### src/rtl/ast_trace_buffer.sv
// Instruction trace buffer: circular pre-trigger capture, post-trigger fill, FWFT readout.
// Optional macro TRACE_TIMESTAMP_EN adds a free-running timestamp stored with each entry.
module ast_trace_buffer #(
    parameter int IW_W  = 16,
    parameter int PC_W  = 16,
    parameter int DEPTH = 16,
    parameter int TS_W  = 16,
    parameter int CW    = $clog2(DEPTH) + 1
) (
    input  logic            Clock_pin,
    input  logic            Reset_pin,
    input  logic            arm,
    input  logic            stop,
    input  logic [5:0]      trig_op,
    input  logic [CW-1:0]   post_cnt,
    input  logic            filter_en,
    input  logic [IW_W-1:0] IR,
    input  logic [PC_W-1:0] PC,
    input  logic            IR_valid,
    input  logic            rd_ready,
    output logic            rd_valid,
`ifdef TRACE_TIMESTAMP_EN
    output logic [TS_W+PC_W+IW_W-1:0] rd_data,
`else
    output logic [PC_W+IW_W-1:0]      rd_data,
`endif
    output logic [1:0]      state,
    output logic [CW-1:0]   count,
    output logic            overflow
);

`ifdef TRACE_TIMESTAMP_EN
    localparam int EW = TS_W + PC_W + IW_W;
`else
    localparam int EW = PC_W + IW_W;
`endif
    localparam int AW = $clog2(DEPTH);
    localparam logic [CW-1:0] Full = CW'(DEPTH);

    typedef enum logic [1:0] {
        StIdle  = 2'b00,
        StArmed = 2'b01,
        StPost  = 2'b10,
        StDone  = 2'b11
    } state_e;

    state_e        state_q, state_d;
    logic [AW-1:0] wptr_q, wptr_d, rptr_q, rptr_d;
    logic [CW-1:0] count_q, count_d, pcnt_q, pcnt_d;
    logic          ovf_q, ovf_d;
    logic          we;
    logic          accepted, is_trig, full;
    logic [EW-1:0] entry;
    logic [EW-1:0] mem_q [DEPTH];

    // NOP (111110) and STALL (111111) share IR[13:9] = 11111
    assign accepted = IR_valid && !(filter_en && (IR[13:9] == 5'b11111));
    assign is_trig  = (IR[13:8] == trig_op);
    assign full     = (count_q == Full);

`ifdef TRACE_TIMESTAMP_EN
    logic [TS_W-1:0] ts_q;

    always_ff @(posedge Clock_pin) begin
        if (Reset_pin) begin
            ts_q <= '0;
        end else begin
            ts_q <= ts_q + 1'b1;
        end
    end

    assign entry = {ts_q, PC, IR};
`else
    logic unused_ts_w;
    assign unused_ts_w = ^TS_W;
    assign entry       = {PC, IR};
`endif

    always_comb begin
        state_d = state_q;
        wptr_d  = wptr_q;
        rptr_d  = rptr_q;
        count_d = count_q;
        pcnt_d  = pcnt_q;
        ovf_d   = ovf_q;
        we      = 1'b0;
        if (arm) begin
            state_d = StArmed;
            wptr_d  = '0;
            rptr_d  = '0;
            count_d = '0;
            pcnt_d  = '0;
            ovf_d   = 1'b0;
        end else begin
            unique case (state_q)
                StIdle: ;
                StArmed: begin
                    if (accepted) begin
                        we     = 1'b1;
                        wptr_d = wptr_q + 1'b1;
                        if (full) begin
                            rptr_d = rptr_q + 1'b1;
                            ovf_d  = 1'b1;
                        end else begin
                            count_d = count_q + 1'b1;
                        end
                    end
                    if ((accepted && is_trig) || stop) begin
                        pcnt_d  = post_cnt;
                        state_d = (post_cnt == '0) ? StDone : StPost;
                    end
                end
                StPost: begin
                    if (full) begin
                        state_d = StDone;
                    end else if (accepted) begin
                        we      = 1'b1;
                        wptr_d  = wptr_q + 1'b1;
                        count_d = count_q + 1'b1;
                        pcnt_d  = pcnt_q - 1'b1;
                        if (pcnt_d == '0 || count_d == Full) begin
                            state_d = StDone;
                        end
                    end
                end
                StDone: begin
                    if (count_q != '0 && rd_ready) begin
                        rptr_d  = rptr_q + 1'b1;
                        count_d = count_q - 1'b1;
                    end
                end
                default: state_d = StIdle;
            endcase
        end
    end

    always_ff @(posedge Clock_pin) begin
        if (Reset_pin) begin
            state_q <= StIdle;
            wptr_q  <= '0;
            rptr_q  <= '0;
            count_q <= '0;
            pcnt_q  <= '0;
            ovf_q   <= 1'b0;
        end else begin
            state_q <= state_d;
            wptr_q  <= wptr_d;
            rptr_q  <= rptr_d;
            count_q <= count_d;
            pcnt_q  <= pcnt_d;
            ovf_q   <= ovf_d;
        end
    end

    // Storage has no reset; contents are qualified by count.
    always_ff @(posedge Clock_pin) begin
        if (we && !Reset_pin) begin
            mem_q[wptr_q] <= entry;
        end
    end

    assign rd_valid = (state_q == StDone) && (count_q != '0);
    assign rd_data  = mem_q[rptr_q];
    assign state    = state_q;
    assign count    = count_q;
    assign overflow = ovf_q;

endmodule
### config.mk
export PLATFORM = sky130hd
export DESIGN_NAME = ast_trace_buffer
export DESIGN_NICKNAME = d
export VERILOG_FILES = /design/src/rtl/ast_trace_buffer.sv
export SDC_FILE = /design/constraint.sdc
export NUM_CORES = 1
export LEC_CHECK = 0
export BUFFER_PORTS_ARGS = -buffer_cell sky130_fd_sc_hd__buf_2
export CAP_MARGIN = 0
export CORE_MARGIN = 8
export CORE_UTILIZATION = 62
export DETAILED_ROUTE_END_ITERATION = 10
export GPL_TIMING_DRIVEN = 0
export PLACE_DENSITY = 0.79
export SLEW_MARGIN = 20
export SYNTH_ARGS = -nofsm -noshare
export SYNTH_HDL_FRONTEND = slang
export SYNTH_SLANG_ARGS = --single-unit
### constraint.sdc
create_clock -name Clock_pin -period 9.2 [get_ports Clock_pin]
set_input_delay 0.92 -clock Clock_pin [delete_from_list [all_inputs] [get_ports Clock_pin]]
set_output_delay 0.92 -clock Clock_pin [all_outputs]
set_load 0.01 [all_outputs]
Word level (Yosys, flattened, before mapping)
Memories as Yosys holds them, arrays and structs flattened. A register that Yosys moved wholly into a read port is not among the register bits. Cells that the tools add are included. Widths: inputs -> output; s select.

Flip-flop bits (word level): 21. RAM bits: 512. Output and inout bits: 41. Logic and storage cells: 89. Memories kept: 1.

Memories: mem_q (words 16, width 32, rd ports 1, clocked after memory_dff 1, wr ports 1, line 54) `logic [EW-1:0] mem_q [DEPTH];`.

Add/sub/neg operators: 5. Eq/ne operators: 19. Muxes and demuxes: 32. Reductions and logical operators: 25.

Operator list (number): $mux 5 (8); $mux 4 (7); $pmux 4 s2 (2); $reduce_and 4->1 (4); $eq 5x5->1 const B (3); $pmux 5 s3 (1); $ne 2x2->1 const B (7); $logic_not 5->1 (2); $pmux 5 s2 (1); $sub 5x1->5 const B (2); $ne 3x3->1 const B (3); $add 4x1->4 const B (2); $mux 2 (4); $ne 4x4->1 const B (2); $mux 1 (7); $eq 6x6->1 (1); $logic_and 1x1->1 (6); $reduce_and 6->1 (1); $reduce_bool 3->1 (2); $add 5x1->5 const B (1); $reduce_bool 5->1 (1); $eq 2x2->1 const B (2); $pmux 2 s2 (1); $reduce_bool 2->1 (2); 7 further kinds (9).

Longest topological paths before layout
Depth after elaboration: 11. Mapped depth: 9. Gate-level depth less buffers: 8.

Worst setup path after synthesis
OpenSTA, ideal clock, no wires.

Kind: in2reg. From: in IR[11]. To: mem mem_q[0][0] (netlist name), enable pin. Library setup time: 0.461 ns. Arrival: 3.797 ns. Data required time: 8.739 ns. Slack: 4.942 ns. Cell stages on the path: 5. Path buffers: 0. Path through: nand4_1 > o21a_1 > o2111a_1 > nand2_1 > nor3_1.

Cells in the longest elaborated chain, start to end: 11.

Ends and longest elaborated chain: start, declared (line 17) `input logic [IW_W-1:0] IR,`; $eq 5x5->1 (*) (line 57) `assign accepted = IR_valid && !(filter_en && (IR[13:9] == 5'b11111));`; $logic_and 1x1->1 (*) (line 57); $logic_not 1->1 (*) (line 57); $logic_and 1x1->1 (*) (line 57); $mux 1 (*) (line 98, 116); $mux 1 (line 114) `if (full) begin`; $pmux 1 s2 (*) (line 95) `unique case (state_q)`; $mux 1 (*) (line 87) `if (arm) begin`; $logic_and 1x1->1 (*) (line 157) `if (we && !Reset_pin) begin`; $mux 1 (*) (line 157); $mux 1 (not written as such) (*) (line 158) `mem_q[wptr_q] <= entry;`; end, declared (line 54).

Every way passes the cells marked *; elsewhere a longest branch is shown, timed or not.

==> run_results.csv <==
group,metric,value,unit
run_status,status,"finished clean",
drt,vias_per_cell,6.64,
logic_synthesis,synth.area.top_cells,"edfxtp_1, mux4_2, dfxtp_1",
clocking,cts_root_buf,"clkbuf_16",
finish,multi_input_area,4780,µm²
logic_synthesis,synth_top_area_cell,"edfxtp_1",
power_and_ir_drop,power.density,199,nW/µm²
logic_synthesis,synth-compound-area-share,1.28,%
logic_synthesis,synth_top_family_by_area,"multiplexers",
worst_setup_path,path_class,"flop to output pin",
timing,tns,0,ns
finish,final_common_cell,"edfxtp_1",
logic_synthesis,synthCells,911,
clocking,ctsHoldBuffers,0,
drt,wl_per_cell,31.4,µm
finish,final_cell_mix,"edfxtp_1, mux4_2, buf_2",
worst_setup_path,arrival,3.29,ns
logic_synthesis,synth_area,20800,µm²
logic_synthesis,synth_xor_area_share,0.632,%
die,fp.dieW,199,µm
clocking,clock-sinks,537,
worst_setup_path,worst-path-max-fanout,10,
drt,wirelength,49500,µm
clocking,cts_tree,"done",
grt,grt_pass1_wl,71800,µm
finish,nNetsFinal,1151,
logic_synthesis,yosysWarnings,0,
drt,first_pass_iters,5,
logic_synthesis,postSynth.topFlopCell,"edfxtp_1",
hold_path,hold_path_class,"flop to flop",
run,max_cap_violations,0,
timing,finalCriticalPeriod,4.21,ns
timing,max_freq,237,MHz
power_and_ir_drop,leakagePower,7.50,nW
die,std_cell_rows,67,
die,ios,91,
finish,utilization,72.0,%
worst_setup_path,startpoint_type,"flop",
power_and_ir_drop,peakVddDrop,174,µV
clocking,cts_buffer_depth,3,
drt,vias,10472,
timing,slew_headroom,29.4,%
timing,final-hold-violation-count,0,
timing,finClkSkew,0.0238,ns
drt,post-route-drc-count,0,
logic_synthesis,synth.area.mux_share,17.6,%
logic_synthesis,yosysSeqAreaShare,76.4,%
clocking,cts_setup_buffers,0,
clocking,cts_max_level,2,
logic_synthesis,synthAdderAreaFrac,0.843,%
worst_setup_path,cp_slowest_cell,"clkbuf_1",
grt,track_usage,25.5,%
logic_synthesis,avgSynthCellArea,22.8,µm²
placed_design,placed_area,22400,µm²
clocking,cts_resized,0,
grt,antenna_found_initial,1,
timing,hold_ws,0.452,ns
die,core-area,33300,µm²
grt,grt_overflow_total,0,
finish,register_area,15900,µm²
logic_synthesis,synth-seq-cells,537,
worst_setup_path,path_cells,"clkbuf_1 > clkbuf_1 > mux4_2 > mux4_2 > buf_2",
clocking,cts.reportedPaths.clkPinSlew,0.06,ns
die,fp.dieH,199,µm
die,die_area,39600,µm²
timing,fin_crit_sh,45.8,%
timing,rsz0062_at_grt,"false",
clocking,numCtsBuffers,51,
die,start_util,62.4,%
finish,fill_cells,1808,
clocking,insertion_delay,0.58,ns
timing,drv_slew,0,
grt,grt_max_degree,20,
logic_synthesis,synth-edff-count,512,
grt,grt_pass1_vias,11028,
logic_synthesis,async_reset_ff_share,0,%
worst_setup_path,critPathMaxStageDelay,0.79,ns
finish,area_growth,15.4,%
finish,drive_gt1_share,34.0,%
timing,setup_violations,0,
worst_setup_path,end_kind,"output pin",
timing,worst_pin_slew,1.06,ns
logic_synthesis,yosys.cell_types.count,51,
placed_design,gp_congestion,0.789,
logic_synthesis,synth-simple-area-share,2.14,%
placed_design,post-place-cells,1482,
placed_design,place_hpwl,28400,µm
drt,drt_iter0_drc,1125,
finish,final_area,24000,µm²
logic_synthesis,yosysTopAreaCellShare,74.0,%
finish,stdcell_count,1577,
worst_setup_path,crit_required,8.28,ns
logic_synthesis,synth_nets,975,
drt,final_antenna_net_count,0,
placed_design,portBuffers,90,
critical path, delay by kind of cell, from the launching register on:
kind | cells | cell delay (ns)
multiplexers | 2 | 0.97
buffers and inverters | 3 | 1.43
flip-flops | 1 | 0.32
synthesized netlist by cell type (all sizes together), types with 5 or more instances:
master	instances
edfxtp	512
mux4	160
nor2	38
dfxtp	25
clkbuf	23
buf	18
nand2	16
ha	14
inv	13
a21oi	10
xor2	9
o21ai	8
nor3	6
xnor2	6
mux2i	5
cells by family (layout without fill, tap and decap cells):
kind of cell	count (synthesis)	after routing
AO/OA/AOI/OAI	38	38
XOR/XNOR	15	15
adder cells (fa/ha/maj)	14	14
buffers and inverters	54	271
flip-flops	537	537
multiplexers	165	165
other	0	1
AND/OR/NAND/NOR	88	88
registers in the layout, indices dropped and copies added (netlist names), named ones only:
signal / count
mem_q: 512
count: 5
pcnt_q: 5
rptr_q: 4
wptr_q: 4
state: 2
overflow: 1
power by group:
group	internal (mW)	total, mW	leakage [nW]	switching [mW]
logic	0.0394	0.113	1.94	0.0732
registers	2.68	2.68	4.80	0.00510
clock network	1.12	1.99	0.751	0.866
total	3.84	4.78	7.50	0.944
cell type report:
class	count	area share, %
sequential	537	66.2
multi-input combinational	320	19.9
clock buffer	79	5.94
timing repair buffer	123	4.00
tap	448	2.34
buffer	41	0.762
clock inverter	15	0.564
inverter	13	0.204
antenna	1	0.0104
metrics by stage:
step	setup slack [ns]	total power [mW]
2_1_floorplan	4.94	2.79
3_3_place_gp	1.99	2.84
3_5_place_dp	5.59	2.85
4_1_cts	5.02	4.80
5_1_grt	4.94	4.89
6_report	4.99	4.78
metal layers:
layer	up-vias	global-route usage (%)	routed length, µm
met5	-	0	0
li1	4212	-	-
met4	0	8.48	1400
met1	5506	33.5	18700
met2	642	43.1	25200
met3	112	4.56	4240
final timing paths:
kind / start / end / slack [ns] / cells after the start
max: flop / rd_data[18] / 4.99 / 5
min: overflow / overflow / 0.45 / 2
max reg2reg: state[0] / mem_q[2][15] / 5.94 / 9
min reg2reg: overflow / overflow / 0.45 / 2
Power figures use the tool's default switching activity.
